$ cat config.mk
export PLATFORM = sky130hd
export DESIGN_NAME = axis2grid
export DESIGN_NICKNAME = d
export VERILOG_FILES = /design/src/rtl/axis2grid_pkg.sv /design/src/rtl/axis2grid.sv
export SDC_FILE = /design/constraint.sdc
export NUM_CORES = 1
export LEC_CHECK = 0
export CORE_MARGIN = 10
export CORE_UTILIZATION = 35
export DETAILED_ROUTE_END_ITERATION = 8
export PLACE_DENSITY = 0.79
export SLEW_MARGIN = 25
export SYNTH_ARGS = -nofsm -noshare
export SYNTH_HDL_FRONTEND = slang
export SYNTH_SLANG_ARGS = --single-unit
$ cat constraint.sdc
create_clock -name clk -period 6 [get_ports clk]
set_clock_uncertainty 0.15 [all_clocks]
set_input_delay 0.6 -clock clk [delete_from_list [all_inputs] [get_ports clk]]
set_output_delay 0.6 -clock clk [all_outputs]
set_load 0.05 [all_outputs]
$ cat src/rtl/axis2grid_pkg.sv
// Shared types for the stream-to-grid receiver.
// The state encoding is fixed so that other blocks and debug tools read the same values.
package axis2grid_pkg;

  typedef enum logic [1:0] {
    RECV  = 2'd0,
    HOLD  = 2'd1,
    DRAIN = 2'd2
  } state_t;

endpackage

$ cat src/rtl/axis2grid.sv
// AXI4-Stream slave that collects one frame of pixels, one per beat in row-major order,
// reduces each pixel to an alive bit and publishes the packed grid over valid/ready.
module axis2grid
  import axis2grid_pkg::*;
#(
  parameter int DWIDTH = 32,
  parameter int WIDTH  = 4,
  parameter int HEIGHT = 4
) (
  input  logic                       clk,
  input  logic                       rstn,
  input  logic [DWIDTH-1:0]          alive_color,
  input  logic [DWIDTH-1:0]          S_AXIS_TDATA,
  input  logic                       S_AXIS_TVALID,
  output logic                       S_AXIS_TREADY,
  input  logic                       S_AXIS_TLAST,
  output logic [WIDTH*HEIGHT-1:0]    out_data,
  output logic                       out_valid,
  input  logic                       out_ready,
  output logic                       frame_err,
  output logic [15:0]                err_count
);

  localparam int NPIX = WIDTH * HEIGHT;
  localparam int CW   = (NPIX > 1) ? $clog2(NPIX) : 1;

  state_t            r_state, w_next;
  logic [CW-1:0]     r_cnt;
  logic [NPIX-1:0]   r_data;
  logic              r_err;
  logic [15:0]       r_errcnt;
  logic              r_drain;

  logic w_beat, w_last_pix, w_alive;

  assign S_AXIS_TREADY = rstn && (r_state != HOLD);
  assign w_beat        = S_AXIS_TVALID && S_AXIS_TREADY;
  assign w_last_pix    = (r_cnt == CW'(NPIX - 1));
  assign w_alive       = (S_AXIS_TDATA == alive_color);

  assign out_data  = r_data;
  assign out_valid = (r_state == HOLD);
  assign frame_err = r_err;
  assign err_count = r_errcnt;

  always_ff @(posedge clk) begin
    if (!rstn) r_state <= RECV;
    else       r_state <= w_next;
  end

  always_comb begin
    w_next = r_state;
    case (r_state)
      RECV:    if (w_beat && w_last_pix) w_next = HOLD;
      HOLD:    if (out_ready) w_next = r_drain ? DRAIN : RECV;
      DRAIN:   if (w_beat && S_AXIS_TLAST) w_next = RECV;
      default: w_next = RECV;
    endcase
  end

  // Datapath: pixel store, counter, framing error tracking.
  always_ff @(posedge clk) begin
    if (!rstn) begin
      r_cnt    <= '0;
      r_data   <= '0;
      r_err    <= 1'b0;
      r_errcnt <= '0;
      r_drain  <= 1'b0;
    end else begin
      r_err <= 1'b0;
      case (r_state)
        RECV: begin
          if (w_beat) begin
            if (!w_last_pix && S_AXIS_TLAST) begin
              // Early TLAST: drop the partial frame, restart at pixel 0.
              r_cnt <= '0;
              r_err <= 1'b1;
              if (r_errcnt != 16'hFFFF) r_errcnt <= r_errcnt + 16'd1;
            end else begin
              r_data[r_cnt] <= w_alive;
              if (w_last_pix) begin
                r_cnt <= '0;
                if (!S_AXIS_TLAST) begin
                  // Frame is still published; the stray tail is drained afterwards.
                  r_err   <= 1'b1;
                  r_drain <= 1'b1;
                  if (r_errcnt != 16'hFFFF) r_errcnt <= r_errcnt + 16'd1;
                end
              end else begin
                r_cnt <= r_cnt + CW'(1);
              end
            end
          end
        end
        HOLD:    if (out_ready) r_drain <= 1'b0;
        default: ;
      endcase
    end
  end

endmodule

==> results.sh <==
export IMPL_initial_core_util_pct=36.3
export IMPL_reg2reg_depth=7
export IMPL_final_cells=430
export IMPL_vias=2139
export IMPL_hp_class="register to register"
export IMPL_grt_max_degree=44
export IMPL_antenna_left=0
export IMPL_cts_clk_slew_worst_paths_ps=70
export IMPL_crit_top_cell="clkdlybuf4s50_1"
export IMPL_syn_avg_cell_area_um2=8.66
export IMPL_cts_root_buf="clkbuf_8"
export IMPL_drc=0
export IMPL_vdd_drop_max_uv=92.4
export IMPL_wl_um=6240
export IMPL_worst_pin_slew_ps=662
export IMPL_crit_buf_inv=3
export IMPL_grt_pass1_wl_um=10600
export IMPL_die_h_um=98.8
export IMPL_synth_area_top_cells="dfxtp_1, xnor2_1, nand3_1, o21ai_1, ha_1"
export IMPL_p_per_area_mw_per_mm2=161
export IMPL_nFillCells=548
export IMPL_dp_hpwl_um=5260
export IMPL_grt_pass1_vias=2207
export IMPL_hold_depth=2
export IMPL_ys_seq_area_share_pct=36.8
export IMPL_area_growth_pct=54.7
export IMPL_cp_start_kind="input pin"
export IMPL_cts_setup_buffers=0
export IMPL_dp_cells=422
export IMPL_min_period_ps=3160
export IMPL_hold_end="out_data[9]"
export IMPL_path_cells="clkdlybuf4s50_1 > buf_4 > nor2b_1 > clkdlybuf4s50_1"
export IMPL_vias_per_cell=4.97
export IMPL_cp_slowest_stage_delay_ps=820
export IMPL_htreeDepth=2
export IMPL_p_leak_uw=0.00111
export IMPL_synth_top_area_share_pct=36.8
export IMPL_cp_data_arrival_time_ps=2410
export IMPL_ys_flop_type="dfxtp_1"
export IMPL_cap_violations=0
export IMPL_first_pass_iters=4
export IMPL_fmax_mhz=316
export IMPL_ys_ff_latch=40
export IMPL_antenna_found_initial=0
export IMPL_cts_sinks=40
export IMPL_clockBufferDepth=2
export IMPL_critPathTopFamily="buffers and inverters"
export IMPL_crit_slowest_cell="clkdlybuf4s50_1"
export IMPL_nets=430
export IMPL_synth_edf_count=0
export IMPL_antenna_cells=0
export IMPL_clock_latency_ps=290
export IMPL_gr_total_overflow=0
export IMPL_die_w_um=98.8
export IMPL_numCtsBuffers=5
export IMPL_fin_ws_ps=2840
export IMPL_max_slew_margin_pct=55.8
export IMPL_finalCritPeriodShare_pct=52.7
export IMPL_place_ws_ps=2750
export IMPL_ys_warn_count=0
export IMPL_fin_setup_tns_ps=0
export IMPL_syn_num_nets=327
export IMPL_async_flop_share_pct=0
export IMPL_crit_path_end_kind="output port"
export IMPL_critical_path_max_fanout=43
export IMPL_pin_count=104
export IMPL_cts_tree="built"
export IMPL_r2r_start="r_cnt[3]"
export IMPL_grt_usage_pct=12.5
export IMPL_post_route_util_pct=56.2
export IMPL_port_buffers=103
export IMPL_setup_viol=0
export IMPL_place_congestion=0.830
export IMPL_timing_rr_end="r_drain"
export IMPL_drv_slew=0
export IMPL_outcome="complete, no violations"
export IMPL_core_area_mm2=0.00599
export IMPL_ys_types=41
export IMPL_drive_above_1_share_pct=3.94
export IMPL_hp_start="out_data[9]"
export IMPL_post_cts_resized=0
export IMPL_ctsHoldBuffers=0
export IMPL_core_rowCount=28
export IMPL_first_iter_violations=135
export IMPL_netlist_area_mm2=0.00217
export IMPL_synth_top_area_cell="dfxtp_1"
export IMPL_reg2reg_slack_ps=3690
export IMPL_avgRoutedWirePerCell_um=14.5
export IMPL_finalHoldViolations=0
export IMPL_critPathKind="input pin to output port"
export IMPL_rsz0062_at_grt="false"
export IMPL_required_ps=5250
export IMPL_synth_cells=251
export IMPL_dieArea_mm2=0.00977
worst register-to-register path, stage by stage, from the launching register on:
cell	delay, ps
dfxtp_1	450
and2_1	310
nand2_1	90
ha_1	220
nor2_2	540
nand3_1	230
o21ai_1	150
and2_1	120
synth_stat cells, types with 4 or more instances:
master	instances
clkbuf_1	5
and2_1	11
nand4_1	10
xor2_1	4
nand2_1	17
a21oi_1	5
nor2b_1	8
dfxtp_1	40
xnor2_1	34
nand3_1	38
ha_1	7
o21ai_1	24
cell type report:
class | count | area, µm² | area share (%)
Clock buffer | 6 | 82.6 | 2.45
Clock inverter | 2 | 10.0 | 0.298
Inverter | 2 | 7.51 | 0.223
Multi-Input combinational cell | 201 | 1330 | 39.6
Sequential cell | 40 | 801 | 23.8
Tap cell | 75 | 93.8 | 2.79
Timing Repair Buffer | 104 | 1040 | 30.9
flip-flops by register name, indices dropped and copies added, names as in the netlist:
register and cells:
frame_err 1, err_count 16, r_cnt 4, r_state 2, r_drain 1, out_data 16
placed cells by master, fill, tap and decap left out, drive strengths merged, types with 3 or more instances in the layout:
cell           instances
a21boi                 3
a21oi                  5
and2                  11
and3                   3
and4                   3
clkbuf                 6
clkdlybuf4s50        103
dfxtp                 40
ha                     7
mux2i                  3
nand2                 17
nand3                 39
nand4                 10
nor2                   4
nor2b                  8
nor3                   3
nor3b                  3
o21ai                 25
or3                    3
xnor2                 34
xor2                   4
power breakdown:
part / internal (µW) / switching [µW]
registers: 267 / 1.86
logic: 60.1 / 33.4
clock network: 91.7 / 89.2
cells by family (layout without fill, tap and decap cells):
family / Yosys count / after routing / share of synthesized area [%]
AOI/OAI and AO/OA: 43 / 43 / 11.5
xor gates and xnor gates: 38 / 38 / 15.3
DFF: 40 / 40 / 36.8
muxes: 4 / 4 / 1.90
buffers and inverters: 10 / 114 / 1.96
and+or+nand+nor: 109 / 109 / 28.5
adders and majority gates: 7 / 7 / 4.03
routing by layer:
| metal | track usage [%] | share of wire (%) | routed length [µm] | vias up |
|---|---|---|---|---|
| met5 | 0 | 0 | 0 | - |
| met4 | 3.42 | 0.72 | 45 | 0 |
| met3 | 5.73 | 10 | 651 | 4 |
| met2 | 20.3 | 47 | 2920 | 78 |
| met1 | 14.5 | 42 | 2630 | 949 |
| li1 | - | - | - | 1108 |
per-stage QoR:
step,instance area (µm²),power (µW),hold WS (ps)
after floorplan,2170,312,283
after global placement,3270,367,299
after detailed placement,3270,369,303
after CTS,3360,551,314
after global routing,3360,567,340
final,3360,543,313
worst max-delay path by stage:
stage | to | cells after the start | slack [ps] | startpoint
5_1_grt | r_drain | 7 | 2690 | rstn
4_1_cts | S_AXIS_TREADY | 4 | 2840 | rstn
2_1_floorplan | S_AXIS_TREADY | 2 | 3620 | r_state[0]
3_3_place_gp | r_drain | 7 | 2820 | rstn
6_report | S_AXIS_TREADY | 4 | 2840 | rstn
3_5_place_dp | r_drain | 7 | 2750 | rstn
Power figures use the tool's default switching activity.
